$ cat src/rtl/parity_rx_pkg.sv
// Shared types and constants for the serial parity frame receiver.
package parity_rx_pkg;

  typedef enum logic [2:0] {
    IDLE  = 3'd0,
    DATA  = 3'd1,
    PAR_E = 3'd2,
    PAR_O = 3'd3,
    STOP  = 3'd4
  } rx_state_e;

  localparam logic        START_BIT           = 1'b1;
  localparam logic        STOP_BIT            = 1'b0;
  localparam int unsigned DEFAULT_GAP_TIMEOUT = 1024;

endpackage

$ cat src/rtl/gap_timer.sv
// Inter-bit gap timer: counts cycles since the last qualified bit.
// Ports:
//   clk, reset : clock, asynchronous active-high reset
//   clear      : zero the count (qualified bit seen, or receiver idle)
//   enable     : count this cycle
//   expired    : the count reaches GAP_TIMEOUT at the coming edge
//                (never asserted while clear is high; never asserted if GAP_TIMEOUT=0)
module gap_timer #(
  parameter int unsigned GAP_TIMEOUT = 1024
) (
  input  logic clk,
  input  logic reset,
  input  logic clear,
  input  logic enable,
  output logic expired
);

  // A limit of 0 disables the timer; LIMIT keeps the widths legal in that case.
  localparam logic        TIMEOUT_EN = (GAP_TIMEOUT != 0);
  localparam int unsigned LIMIT      = (GAP_TIMEOUT == 0) ? 1 : GAP_TIMEOUT;
  localparam int unsigned CNT_W      = $clog2(LIMIT + 1);

  logic [CNT_W-1:0] count_q, count_d;

  // Clear wins over counting, so a bit arriving on the expiry cycle cancels the error.
  always_comb begin
    count_d = count_q;
    expired = 1'b0;
    if (clear) begin
      count_d = '0;
    end else if (enable && TIMEOUT_EN) begin
      count_d = count_q + CNT_W'(1);
      expired = (count_q == CNT_W'(LIMIT - 1));
    end
  end

  always_ff @(posedge clk or posedge reset) begin
    if (reset) count_q <= '0;
    else       count_q <= count_d;
  end

endmodule

$ cat src/rtl/parity_frame_receiver.sv
// Frames a qualified serial stream into start, DATA_WIDTH data bits (MSB first),
// even-parity bit, odd-parity bit and stop bit, and presents the last good frame.
// Ports:
//   clk, reset                  : clock, asynchronous active-high reset
//   serialIn, serialValid       : serial bit and its one-cycle qualifier
//   receivedData                : data of the last good frame
//   recEvenParity, recOddParity : parity bits of the last good frame
//   frameValid                  : one-cycle pulse, outputs just updated
//   frameError                  : one-cycle pulse, bad stop bit or gap timeout
//   busy                        : receiver is inside a frame
module parity_frame_receiver
  import parity_rx_pkg::*;
#(
  parameter int unsigned DATA_WIDTH  = 64,
  parameter int unsigned GAP_TIMEOUT = DEFAULT_GAP_TIMEOUT
) (
  input  logic                  clk,
  input  logic                  reset,
  input  logic                  serialIn,
  input  logic                  serialValid,
  output logic [DATA_WIDTH-1:0] receivedData,
  output logic                  recEvenParity,
  output logic                  recOddParity,
  output logic                  frameValid,
  output logic                  frameError,
  output logic                  busy
);

  localparam int unsigned CNT_W = (DATA_WIDTH > 2) ? $clog2(DATA_WIDTH) : 1;

  rx_state_e             state_q, state_d;
  logic [CNT_W-1:0]      bit_cnt_q, bit_cnt_d;
  logic [DATA_WIDTH-1:0] shift_q, shift_d;
  logic                  par_e_q, par_e_d;
  logic                  par_o_q, par_o_d;
  logic [DATA_WIDTH-1:0] data_q, data_d;
  logic                  even_q, even_d;
  logic                  odd_q, odd_d;
  logic                  frame_valid_q, frame_valid_d;
  logic                  frame_error_q, frame_error_d;
  logic                  busy_q, busy_d;
  logic                  gap_expired;

  gap_timer #(
    .GAP_TIMEOUT(GAP_TIMEOUT)
  ) u_gap_timer (
    .clk    (clk),
    .reset  (reset),
    .clear  (serialValid || (state_q == IDLE)),
    .enable (state_q != IDLE),
    .expired(gap_expired)
  );

  // Next-state and output-register logic.
  always_comb begin
    state_d       = state_q;
    bit_cnt_d     = bit_cnt_q;
    shift_d       = shift_q;
    par_e_d       = par_e_q;
    par_o_d       = par_o_q;
    data_d        = data_q;
    even_d        = even_q;
    odd_d         = odd_q;
    frame_valid_d = 1'b0;
    frame_error_d = 1'b0;

    if (serialValid) begin
      unique case (state_q)
        IDLE: begin
          if (serialIn == START_BIT) begin
            state_d   = DATA;
            bit_cnt_d = '0;
          end
        end
        DATA: begin
          shift_d = {shift_q[DATA_WIDTH-2:0], serialIn};
          if (bit_cnt_q == CNT_W'(DATA_WIDTH - 1)) begin
            state_d   = PAR_E;
            bit_cnt_d = '0;
          end else begin
            bit_cnt_d = bit_cnt_q + CNT_W'(1);
          end
        end
        PAR_E: begin
          par_e_d = serialIn;
          state_d = PAR_O;
        end
        PAR_O: begin
          par_o_d = serialIn;
          state_d = STOP;
        end
        STOP: begin
          // A bad stop bit ends the frame; it is not treated as a new start.
          if (serialIn == STOP_BIT) begin
            data_d        = shift_q;
            even_d        = par_e_q;
            odd_d         = par_o_q;
            frame_valid_d = 1'b1;
          end else begin
            frame_error_d = 1'b1;
          end
          state_d = IDLE;
        end
        default: state_d = IDLE;
      endcase
    end

    // Expiry only fires without a qualified bit, so it cannot collide with frameValid.
    if (gap_expired) begin
      state_d       = IDLE;
      bit_cnt_d     = '0;
      frame_valid_d = 1'b0;
      frame_error_d = 1'b1;
    end

    busy_d = (state_d != IDLE);
  end

  always_ff @(posedge clk or posedge reset) begin
    if (reset) begin
      state_q       <= IDLE;
      bit_cnt_q     <= '0;
      shift_q       <= '0;
      par_e_q       <= 1'b0;
      par_o_q       <= 1'b0;
      data_q        <= '0;
      even_q        <= 1'b0;
      odd_q         <= 1'b0;
      frame_valid_q <= 1'b0;
      frame_error_q <= 1'b0;
      busy_q        <= 1'b0;
    end else begin
      state_q       <= state_d;
      bit_cnt_q     <= bit_cnt_d;
      shift_q       <= shift_d;
      par_e_q       <= par_e_d;
      par_o_q       <= par_o_d;
      data_q        <= data_d;
      even_q        <= even_d;
      odd_q         <= odd_d;
      frame_valid_q <= frame_valid_d;
      frame_error_q <= frame_error_d;
      busy_q        <= busy_d;
    end
  end

  assign receivedData  = data_q;
  assign recEvenParity = even_q;
  assign recOddParity  = odd_q;
  assign frameValid    = frame_valid_q;
  assign frameError    = frame_error_q;
  assign busy          = busy_q;

endmodule
$ cat config.mk
export PLATFORM = sky130hd
export DESIGN_NAME = parity_frame_receiver
export DESIGN_NICKNAME = d
export VERILOG_FILES = /design/src/rtl/parity_rx_pkg.sv /design/src/rtl/gap_timer.sv /design/src/rtl/parity_frame_receiver.sv
export SDC_FILE = /design/constraint.sdc
export NUM_CORES = 1
export LEC_CHECK = 0
export CORE_MARGIN = 1
export CORE_UTILIZATION = 45
export DETAILED_ROUTE_END_ITERATION = 12
export GPL_ROUTABILITY_DRIVEN = 0
export PLACE_DENSITY = 0.7
export REMOVE_ABC_BUFFERS = 1
export SYNTH_ARGS = -nofsm -noshare
export SYNTH_HDL_FRONTEND = slang
export SYNTH_HIERARCHICAL = 1
export SYNTH_SLANG_ARGS = --single-unit
$ cat constraint.sdc
create_clock -name clk -period 10.35 [get_ports clk]
set_clock_uncertainty 0.15 [all_clocks]
set_input_delay 1.5525 -clock clk [delete_from_list [all_inputs] [get_ports clk]]
set_output_delay 1.5525 -clock clk [all_outputs]
set_load 0.03 [all_outputs]
==> run metrics <==
DP Cell Count=643; CTS tree=built; cell with the most instances after synthesis=dfrtp_1; TritonCTS buffer count=17; Area contributors post-synth=dfrtp_1, mux2_2, mux2_1; Core ar.=13200 um^2; area grow syn2layout=25.2%; Initial Util=between 40% and 50%; Sw Ratio=23.7%; initial DRC count=approximately 220; status=completed; # rows=42; hold path start=par_o_q$_DFFE_PP0P_; CP Max Fanout=14; DR top layer=met4; worst r2r path cells=8; RR Startpoint=state_q[1]$_DFF_PP0_; vias in the first global route=3542; Multi-input gate area=2130 um^2; n_diodes=0; Non-Filler Instances=674; crit path capture type=flop; NetSw=395 uW; via count=3476; Sequential Power Share=44.8%; clk buf depth=2; Placed Instance Area=6990 um^2; antenna-violating nets left=0; Max VDD drop=108 uV; Arrival @ worst endpoint=4.10 ns; Synth top cells by count=dfrtp_1, mux2_2, mux2_1, nor2_1, buf_2; worst r2r dst=busy$_DFF_PP0_; max-slew violation count=0; Synth top area share=63.3%; DR pass1 iterations=4; Die Ht=between 100 and 150 um; unrepaired setup endpoints after global routing=no; Clock Latency Late Sink=0.41 ns; Setup Buffers After CTS=0; cell taking the most area after synthesis=dfrtp_1; Max Cap Viol=0; FMAX=0.252 GHz; # port buffers=72; worst hold-check path type=flop to flop; hold depth=1; DRC Markers=0; startpoint types=primary input; Yosys Warn Count=6; GRT overflow=0; Synth Instances=413; fillers=1045; Seq/Total Area, Yosys=a little over three fifths; I/O pins=73; WL met3=386 um; first-pass GRT wire length=17900 um; cts hold-fix bufs=0; Mean Syn Cell Area=~15 um^2; Comb power frac=12.6%; die area=14100 um^2; Design Power=about 1.7 mW; Crit Path Class=primary input to flop; post-route setup slack=6.38 ns; period utilisation layout=a little under two fifths; nets=492; Slew HR=a little over a third; Main synth FF type=dfrtp_1; Resized Gates After CTS=0; Design Area, Final=7680 um^2; worst slack at placement=5.94 ns; H-tree depth=4; met2 WL post-DR=4850 um; Required @ worst endpoint=roughly 10 ns; Clock Sinks=155; DR vias/cell=slightly above 5; post-synth cell types=between 40 and 50; hpwl dp=around 6500 um; die width=roughly 120 um; # setup viols final=0; Synth async-reset ratio=100%; #FFs+latches synth=155; Final min period=3.97 ns; routed length per instance=15.4 um; Reg2Reg Setup Slack=around 7.3 ns; initial antenna violation count=0; Least-Margin Pin Slew=0.951 ns; Fin. Hold Viols=0; drt total wl=10400 um; WHS Endpoint=par_o_q$_DFFE_PP0P_; fraction of layout cells with a size suffix above 1=roughly 27%; Clock power frac=42.5%; total negative setup slack=0 ns; total track usage=16.3%; FF+latch area=3880 um^2; largest net degree at the start of global routing=80; Fin Hold WS=0.351 ns; met1 wire length=4990 um; Post-synth EDFFs=0; Clk pin slew, worst setup/hold paths=0.06 ns; CTS root buffer=clkbuf_16; Cell Area, Synth=6130 um^2; final core occ=a little under 60%; Cell Int Power=around 1.3 mW; Leak Pwr=3.62 nW; Power Density=approximately 220 nW/um^2
==> power by group through the flow <==
stage,sequential [mW],combinational (mW),clock [mW]
floorplan,0.743,0.178,0
global placement,0.753,0.204,0
detailed placement,0.757,0.214,0
CTS,0.748,0.215,0.723
global route,0.762,0.235,0.749
finish,0.747,0.210,0.709
==> cell type report <==
cell class	count	area share, %
flip-flops and latches	155	50.5
multi-input cells	233	27.8
repair buffers	75	9.68
clock buffers	25	6.58
well taps	176	2.87
clock inverters	6	2.35
inverters	4	0.261
==> state kept, by name, summed over array words and instances (netlist names) <==
signal and cells:
bit_cnt_q 6, busy 1, frameError 1, frameValid 1, par_e_q 1, par_o_q 1, recEvenParity 1, recOddParity 1
receivedData 64, shift_q 64, state_q 3, u_gap_timer/count_q 11
==> kinds of logic after synthesis <==
group / count (synthesis) / share of synthesized area [%]
AO/OA/AOI/OAI: 25 / 2.71
AND/OR/NAND/NOR: 68 / 6.26
adder cells (fa/ha/maj): 2 / 0.408
multiplexers: 134 / 24.6
XOR/XNOR: 4 / 0.571
buffers and inverters: 25 / 2.20
flip-flops: 155 / 63.3
==> metal layers <==
layer  GRT usage [%]  vias up
li1                -     1610
met1            22.6     1786
met2            24.3       67
met3            4.15       13
met4            7.04        0
met5               0        -
==> worst max-delay path, stage by stage <==
cell             delay, ns
clkdlybuf4s50_1       0.57
nand2b_1              0.48
nor2_1                0.27
and3_1                0.50
nor3b_1               0.12
nor2_1                0.12
o41ai_1               0.09
or3_1                 0.39
==> layout by cell type, fill, tap and decap left out, types with 3 or more instances in the layout <==
cell type and instances:
a21oi_1 9, a31oi_1 3, and3_1 3, buf_4 3
bufinv_16 6, clkbuf_1 3, clkbuf_16 17, clkbuf_8 5
clkdlybuf4s50_1 72, dfrtp_1 155, inv_1 3, mux2_1 38
mux2_2 95, nand2_1 9, nand2b_1 3, nand3_1 8
nand3b_1 3, nor2_1 14, nor3_1 3, o21ai_0 4
or3_1 6, or4_1 4, xor2_1 3
==> worst max-delay path by stage <==
stage / startpoint / end / cells past startpoint
6_report: serialValid / busy$_DFF_PP0_ / 8
5_1_grt: serialValid / receivedData[20]$_DFFE_PP0P_ / 5
4_1_cts: serialValid / receivedData[50]$_DFFE_PP0P_ / 5
3_5_place_dp: serialValid / receivedData[57]$_DFFE_PP0P_ / 5
3_3_place_gp: serialValid / receivedData[50]$_DFFE_PP0P_ / 5
2_1_floorplan: serialValid / shift_q[38]$_DFFE_PP0P_ / 3
No activity file was read; power rests on OpenSTA's default activity.
